File: src/rtl/mod_addsub_pipe.sv
// Two-stage pipelined modular adder/subtractor: stage 1 forms the raw sum and
// borrow-extended difference, stage 2 reduces both into [0, Q-1].
module mod_addsub_pipe #(
    parameter int WIDTH = 14,
    parameter int Q     = 12289
) (
    input  logic             clk,
    input  logic             rst_n,
    input  logic             in_valid,
    output logic             in_ready,
    input  logic [WIDTH-1:0] a,
    input  logic [WIDTH-1:0] b,
    output logic             out_valid,
    input  logic             out_ready,
    output logic [WIDTH-1:0] sum,
    output logic [WIDTH-1:0] diff,
    output logic             err
);

    localparam logic [WIDTH:0]   Q_EXT = (WIDTH + 1)'(Q);
    localparam logic [WIDTH-1:0] Q_W   = WIDTH'(Q);

    logic             v1_q, v1_d;
    logic [WIDTH:0]   s1_q, s1_d;
    logic [WIDTH:0]   d1_q, d1_d;
    logic             v2_q, v2_d;
    logic [WIDTH-1:0] sum_q, sum_d;
    logic [WIDTH-1:0] diff_q, diff_d;
    logic             err_q, err_d;

    logic             accept;
    logic             advance;
    logic [WIDTH:0]   s1_minus_q;
    logic [WIDTH-1:0] sum_red;
    logic [WIDTH-1:0] diff_red;

    // Stage 2 frees up whenever it is empty or being drained, so stage 1 can
    // always hand over and take a new pair in the same cycle.
    always_comb begin
        in_ready = !v1_q || !v2_q || out_ready;
        accept   = in_valid && in_ready;
        advance  = v1_q && (!v2_q || out_ready);
    end

    // Inputs are < Q, so one conditional correction fully reduces either result.
    always_comb begin
        s1_minus_q = s1_q - Q_EXT;
        sum_red    = (s1_q >= Q_EXT) ? s1_minus_q[WIDTH-1:0] : s1_q[WIDTH-1:0];
        diff_red   = d1_q[WIDTH] ? (d1_q[WIDTH-1:0] + Q_W) : d1_q[WIDTH-1:0];
    end

    // NOTE: every output of a combinational block gets a default first; a
    // path that skips an assignment would otherwise infer a latch.
    always_comb begin
        v1_d   = v1_q;
        s1_d   = s1_q;
        d1_d   = d1_q;
        v2_d   = v2_q;
        sum_d  = sum_q;
        diff_d = diff_q;
        err_d  = err_q;

        if (accept) begin
            v1_d = 1'b1;
            s1_d = {1'b0, a} + {1'b0, b};
            d1_d = {1'b0, a} - {1'b0, b};
            if (a >= Q_W || b >= Q_W) begin
                err_d = 1'b1;
            end
        end else if (advance) begin
            v1_d = 1'b0;
        end

        if (advance) begin
            v2_d   = 1'b1;
            sum_d  = sum_red;
            diff_d = diff_red;
        end else if (out_ready) begin
            v2_d = 1'b0;
        end
    end

    // NOTE: non-blocking assignments for all state so every register samples
    // the pre-edge value. The data registers are reset too because sum/diff
    // are directly visible and must read zero out of reset.
    always_ff @(posedge clk or negedge rst_n) begin
        if (!rst_n) begin
            v1_q   <= 1'b0;
            s1_q   <= '0;
            d1_q   <= '0;
            v2_q   <= 1'b0;
            sum_q  <= '0;
            diff_q <= '0;
            err_q  <= 1'b0;
        end else begin
            v1_q   <= v1_d;
            s1_q   <= s1_d;
            d1_q   <= d1_d;
            v2_q   <= v2_d;
            sum_q  <= sum_d;
            diff_q <= diff_d;
            err_q  <= err_d;
        end
    end

    assign out_valid = v2_q;
    assign sum       = sum_q;
    assign diff      = diff_q;
    assign err       = err_q;

endmodule

File: config.mk
export PLATFORM = sky130hd
export DESIGN_NAME = mod_addsub_pipe
export DESIGN_NICKNAME = d
export VERILOG_FILES = /design/src/rtl/mod_addsub_pipe.sv
export SDC_FILE = /design/constraint.sdc
export NUM_CORES = 1
export LEC_CHECK = 0
export CORE_UTILIZATION = 46
export DETAILED_ROUTE_END_ITERATION = 8
export DONT_BUFFER_PORTS = 1
export MAX_ROUTING_LAYER = met4
export PLACE_DENSITY_LB_ADDON = 0.05
export SYNTH_ARGS = -nofsm -noshare
export SYNTH_HDL_FRONTEND = slang
export SYNTH_SLANG_ARGS = --single-unit
File: constraint.sdc
create_clock -name clk -period 2.6 [get_ports clk]
set_clock_uncertainty 0.2 [all_clocks]
set_input_delay 0.65 -clock clk [delete_from_list [all_inputs] [get_ports clk]]
set_output_delay 0.65 -clock clk [all_outputs]
set_load 0.005 [all_outputs]
* Word level (Yosys, flattened, before mapping)
Cells that the tools add are included.
** Word-level totals
- Bits in registers :: 61
- Bits of input ports :: 32
- Output and inout bits :: 31
- Word-level logic and storage cells :: 31
** Cells by class
- Add/sub/neg operators :: 4
- Magnitude comparators :: 3
- Multiplexer cells :: 6
- Reductions and logical operators :: 11
** Operators with widths (count)
- greater-or-equal comparator 14 bit (second input constant) :: 2
- 2-to-1 mux 14 bit :: 2
- adder 14 x 14 -> 15 bit :: 1
- greater-or-equal comparator 15 x 14 -> 1 bit (second input constant) :: 1
- subtractor 14 x 14 -> 15 bit :: 1
- adder 14 bit (second input constant) :: 1
- subtractor 14 bit (second input constant) :: 1
- logical OR 1 bit :: 4
- 2-to-1 mux 1 bit :: 4
- nonzero test 2 bit :: 2
- logical AND 1 bit :: 2
- zero test 1 bit :: 2
- AND reduction 2 bit :: 1

* Longest topological paths before layout
- Word-level depth :: 5
- Gate-level depth with buffers :: 9
- Mapped depth without buffers :: 9

* Worst setup path after synthesis
No wires, ideal clock.
- Path type :: in2reg
- Start :: input a[0]
- End :: register s1_q[14]
- Setup time :: 135 ps
- Data arrival time :: 2355 ps
- Data required time :: 2265 ps
- Slack :: -89 ps
- Stages :: 8
- Buffers on the path :: 0
- Path through :: ha_1 -> fa_1 -> nor2b_1 -> o221ai_1 -> a21oi_1 -> a21bo_2 -> a2111oi_0 -> o31ai_1
** On the way
- Longest elaborated chain between the ends :: 1
** Ends and longest elaborated chain
- start: declaration :: RTL line 11 : input logic [WIDTH-1:0] a,
- adder 14 x 14 -> 15 bit :: RTL line 65 : s1_d = {1'b0, a} + {1'b0, b};
- end signal: assignment :: RTL line 89 : s1_q <= '0;
- end signal: assignment :: RTL line 97 : s1_q <= s1_d;
- end: declaration :: RTL line 24 : logic [WIDTH:0] s1_q, s1_d;
No other way between the ends.
A chain may end at the register's enable or synchronous reset.

* Worst setup path in the final report
- Start :: input b[2]
- End :: register s1_q[9]
** On the way
- Longest elaborated chain between the ends :: 1
** Ends and longest elaborated chain
- start: declaration :: RTL line 12 : input logic [WIDTH-1:0] b,
- adder 14 x 14 -> 15 bit :: RTL line 65
No other way between the ends.

==> summary.txt <==
design area: 4730 sq um
Max Root-Sink Buffers: 2
RSZ-0062 raised after global routing: no
final hold violation count: 0
shortest clock period the worst path allows after layout: 2.45 ns
Net Sw Power: 1.10 mW
met3 track demand over resource: 0.0324
HPWL after detailed placement: 8.13 mm
internal power: 1.99 mW
Die Wd: 97.5 microns
combinational power share: 0.296
list of cells traversed by the critical path: inv_1 -> ha_1 -> buf_4 -> nand2b_1 -> o311a_1 -> o22ai_1 -> o21ai_1 -> buf_4 -> xnor2_1 -> buf_4 -> o21ai_0
leakage power total: 2.09 nW
Power Dens Cells: 652 nW/um^2
Setup Viol. Count Final: 0
part of the power in the clock network: 0.238
layout net count: 576
number of distinct standard cells referenced by the synthesized netlist: 59
post-synth top area cell: dfrtp_1
effective utilization at floorplan: 0.479
Max Slew Vio Count: 0
status: complete, no violations
met2 usage in global routing: 0.346
number of global-route vias before repair: 3413
min setup slack post-route: 0.146 ns
Largest stage delay, worst path: 0.32 ns
final global-route overflow total: 0
max-capacitance violation count: 0
post-route worst hold slack: 0.216 ns
area of the mapped netlist: 4200 sq um
clock-pin slew reported for the worst setup and hold paths after clock tree synthesis: 0.07 ns
Row Count: 34
Worst EP arrival: 2.46 ns
Mapped Cells: 486
GRT met1 Usage: 0.314
cell with the largest stage delay on the worst path: ha_1
antenna violations before repair: 0
Hold Path Class: input port to register
layout-stage area growth over the synthesis result: 12.8%
latest clock arrival within the worst-skew pair: 0.34 ns
switch share: 0.356
largest net degree at the start of global routing: 61
First DRT Iteration DRCs: 126
fraction of post-synthesis cell area in the top cell type by area: 0.358
core box area: 8760 sq um
endpoint class of the critical path: register
count of antenna diodes in the layout: 0
power share of the sequential group: 0.467
setup slack after placement: -0.197 ns
setup_tns: 0 ns
peak-usage layer in the global routing report: met2
largest voltage drop on the vdd net: 0.000207 V
Detail Route Antenna Nets: 0
Worst Hold Depth: 1
Worst Setup Start Kind: input port
depth of the most critical reg-to-reg path: 7
actual transition at the worst max-transition pin: 0.443 ns
cell types occupying the most area after synthesis: dfrtp_1, ha_1, nand2_1
buffer type at the clock tree root: clkbuf_8
Synth warnings: 0
share of synthesized area occupied by flip-flops and latches: 0.358
global-route wire length before repair: 16.9 mm
critical path's most frequent cell: buf_4
number of sinks driven by the clock tree: 60
Filler Cell Count: 857
buffer count from post-CTS setup fixing: 0
Synthesized Nets: 551
DR vias/cell: 5.48
number of port buffers: 0
normalized max-slew margin: 0.705
Peak Freq: 0.407 GHz
wire length reported by the detailed router: 10.1 mm
H-Tree Depth: 3
period utilization: 0.944
TritonCTS clock tree: yes
most used flip-flop cell after synthesis: dfrtp_1
data required time of the critical path: 2.61 ns
via count: 3417
largest fanout on the critical path: 6
DIE AREA: 9510 sq um
die height: 97.5 microns
last weighted congestion value of the routability-driven placer: 0.844
asr flop ratio synth: 1.00
flip-flop and latch count after synthesis: 60
synthesized area per cell: 8.63 sq um
Pre-antenna DRT Iters: 4
IO Pins: 63
non-filler cells, final: 623
average wire per standard cell: 16.2 microns
fraction of layout instances using a drive strength above 1: 0.136
placed cell count: 606
GRT Util Overall: 0.230
type of the worst setup path: input port to register
DRC Markers: 0
number of CTS-inserted buffers: 9
area of placed instances: 4520 sq um
number of synthesized flops with an enable pin: 0
## registers in the layout, summed over array words and instances, names as in the netlist
signal	count
err	1
s1_q	15
out_valid	1
sum	14
v1_q	1
d1_q	14
diff	14
## synthesized netlist by cell type (all sizes together), types with 2 or more instances
master   count
o21bai       4
or3          3
a31oi        3
o31ai        5
o211ai       3
a21o         2
a21boi       2
nor3        11
xnor2       23
mux2i        5
nand4        4
o21a         7
nor2        26
a21oi       15
a2111oi      2
or2          4
o311ai       3
a211oi       4
ha          31
o311a        2
xor2        18
nand3        7
clkbuf      17
buf          6
and3         7
dfrtp       60
o21ba        2
nand2       76
inv         30
fa           2
nor2b        7
nand2b       8
o21ai       57
nor4        12
o31a         3
## cell type report
class | count | area, sq um | share of cell area
multi-input combinational | 373 | 2490 | 0.527
sequential | 60 | 1500 | 0.317
timing repair buffer | 37 | 313 | 0.0661
clock buffer | 11 | 151 | 0.0320
tap | 108 | 135 | 0.0286
inverter | 30 | 113 | 0.0238
clock inverter | 4 | 25.0 | 0.00529
## metrics by stage
step / util / power [mW]
3_5_place_dp: 0.515 / 2.35
5_1_grt: 0.540 / 3.31
6_report: 0.540 / 3.09
3_3_place_gp: 0.515 / 2.33
2_1_floorplan: - / 2.04
4_1_cts: 0.540 / 3.12
## cell families after synthesis
family	count (synthesis)	synth area share
flops	60	0.358
simple gates	171	0.204
fa+ha+maj	33	0.102
mux	5	0.0119
xor+xnor	41	0.0856
buf+inv	53	0.0507
compound gates	123	0.188
## cell usage in the layout, fill, tap and decap left out, drive strengths merged, types with 5 or more instances in the layout
cell type / instances
o21a: 7
clkbuf: 11
nor2b: 7
and3: 7
o31ai: 5
xor2: 18
nand2: 76
xnor2: 23
dfrtp: 60
a21oi: 15
nor3: 11
nor4: 12
inv: 30
nor2: 26
buf: 36
ha: 31
nand2b: 8
nand3: 7
mux2i: 5
o21ai: 57
## repair_timing
action,CTS,global route
hold buffers,2,0
endpoints found under the hold margin,60,0
resized for setup,0,0
## final timing paths
kind | startpoint | endpoint | slack [ns]
max | b[2] | s1_q[9] | 0.15
min | in_valid | v1_q | 0.22
min in group asynchronous | rst_n | sum[5] | 0.64
max reg2reg | s1_q[6] | sum[8] | 0.35
min reg2reg | sum[3] | sum[3] | 0.30
max in group asynchronous | rst_n | diff[13] | 1.30
## power groups by stage
stage          combinational (mW)  clock [mW]  sequential [mW]
4_1_cts                     0.919       0.756             1.45
6_report                    0.912       0.734             1.44
2_1_floorplan               0.662           0             1.38
3_3_place_gp                0.879           0             1.45
5_1_grt                      1.04       0.794             1.48
3_5_place_dp                0.890           0             1.46
## layer usage
layer | vias up | wire [microns]
met5 | - | 0
met4 | 0 | 157
met3 | 14 | 350
met2 | 90 | 4560
met1 | 1579 | 5030
li1 | 1734 | -
## critical path, delay by kind of cell
family,cells,cell delay [ns]
and+or+nand+nor,1,0.06
xor gates and xnor gates,1,0.28
adders and majority gates,1,0.32
buffers and inverters,4,0.51
AOI/OAI and AO/OA,4,0.63
Power figures use the tool's default switching activity.
==> patch: new RTL, config.mk and constraints unchanged <==
Take the reset off `sum_q` and load it in a clocked block of its own.
--- a/src/rtl/mod_addsub_pipe.sv
+++ b/src/rtl/mod_addsub_pipe.sv
@@ -90,5 +90,4 @@
             d1_q   <= '0;
             v2_q   <= 1'b0;
-            sum_q  <= '0;
             diff_q <= '0;
             err_q  <= 1'b0;
@@ -98,8 +97,11 @@
             d1_q   <= d1_d;
             v2_q   <= v2_d;
-            sum_q  <= sum_d;
             diff_q <= diff_d;
             err_q  <= err_d;
         end
+    end
+
+    always_ff @(posedge clk) begin
+        sum_q <= sum_d;
     end
 
Function: differs if rst_n is asserted again (counterexample within 4 cycles, from zero or initial values and one cycle with rst_n low); with rst_n held inactive, the same outputs for 10 cycles.
==> patch against the original RTL <==
- non-clock buffer count increased by 6
- sequential cell count unchanged
- power decreased by 2.6%
- sequential share of layout area increased by 1.8 points
- synthesized area decreased by 3.0%
- wire length decreased by 3.6%
- critical path depth decreased by 2
- worst setup slack improved by 0.034 ns
- critical path type unchanged
- combinational power decreased by 7.9%
- final cell count decreased by 4.0%
- final area decreased by 1.1%
- first-iteration DRC count decreased by 1.6%
- largest power group unchanged
==> patch: results (changes against the original RTL) <==
{| class="wikitable"
! Metric !! Value
|-
| Run status || complete, no violations
|-
| Ratio of routed vias to standard cells || 5.47 (-0.21%)
|-
| Number of placed cells counting well taps || 580 (-4.3%)
|-
| Reported combinational group power || 840 µW (-7.9%)
|-
| Worst Path Arrival || 2.44 ns (-0.02 ns)
|-
| Peak supply drop || 0.000235 V (+14%)
|-
| Area after DPL || 0.00447 mm² (-1.1%)
|-
| Post-Layout Cell Count || 598 (-4.0%)
|-
| Global-route wire length before repair || 16.2 mm (-3.7%)
|-
| NonClk Buf Share || 0.0765 (+0.0103)
|-
| Routed WL || 9.73 mm (-3.6%)
|-
| Met3 Resource Use GR || 0.0363 (+0.00396)
|-
| Synthesized net count || 518 (-6.0%)
|-
| Share of layout cells above drive strength 1 || 0.142 (+0.00607)
|-
| Placed wire-length estimate || 7.82 mm (-3.8%)
|-
| Routed metal-1 wirelength || 4.67 mm (-7.0%)
|-
| WL met2 || 4.36 mm (-4.4%)
|-
| Fraction of standard cell area in multi-input logic || 0.496 (-0.0307)
|-
| Most numerous cell types in the synthesized netlist || sky130_fd_sc_hd__nand2_1 (56), sky130_fd_sc_hd__dfrtp_1 (46), sky130_fd_sc_hd__o21ai_0 (43)
|-
| Proportion of cell area occupied by registers || 0.336 (+0.0184)
|-
| Number of combinational gates with multiple inputs || 342 (-8.3%)
|-
| Aggregate global-route resource usage || 0.245 (+0.0149)
|-
| Global-route met2 utilization || 0.370 (+0.0241)
|-
| Synth area leaders || sky130_fd_sc_hd__dfrtp_1 (28%), sky130_fd_sc_hd__edfxtp_1 (10%), sky130_fd_sc_hd__ha_1 (9.5%)
|-
| Final critical-path share of the clock period || 0.931 (-0.0132)
|-
| Slowest stage cell, crit path || sky130_fd_sc_hd__mux2_1
|-
| Iter 0 DRT Violations || 124 (-1.6%)
|-
| Met3 wirelength from detailed routing || 490 µm (+40%)
|-
| Multi-input combinational cell area || 0.00232 mm² (-6.8%)
|-
| Power in the clock group || 754 µW (+2.7%)
|-
| Count of flip-flops with a built-in enable after synthesis || 14 (+14)
|-
| Sequential area share after synthesis || 0.386 (+0.0283)
|-
| Met1 routing resource usage after global routing || 0.327 (+0.0133)
|-
| Final-layout clock-cell area share || 0.0380 (+0.000666)
|}
==> patch: cells by family (layout without fill, tap and decap cells) <==
kind of cell / count (synthesis) / in the layout / share of synthesized area
compound gates: 119 / 119 / 0.191
xor+xnor: 40 / 40 / 0.0861
fa+ha+maj: 33 / 33 / 0.105
buf+inv: 51 / 91 / 0.0480
flops: 60 / 60 / 0.386
mux: 4 / 4 / 0.0105
simple gates: 146 / 146 / 0.173
==> patch: path summary, 6_finish.rpt <==
kind                            startpoint        end  slack, ns  depth (start not counted)
min in group asynchronous            rst_n    diff[4]       0.61                          2
worst max-delay path                  b[3]   s1_q[13]       0.18                          9
worst min-delay path              in_valid       v1_q       0.22                          1
worst min register to register        v1_q  out_valid       0.29                          1
worst max register to register     s1_q[6]     sum[9]       0.34                          6
max in group asynchronous            rst_n    d1_q[6]       1.36                          2
==> patch: timing repair <==
action,CTS,global route
buffers inserted,0,0
setup endpoints to repair,0,0
hold buffers,2,0
hold endpoints to repair,46,0
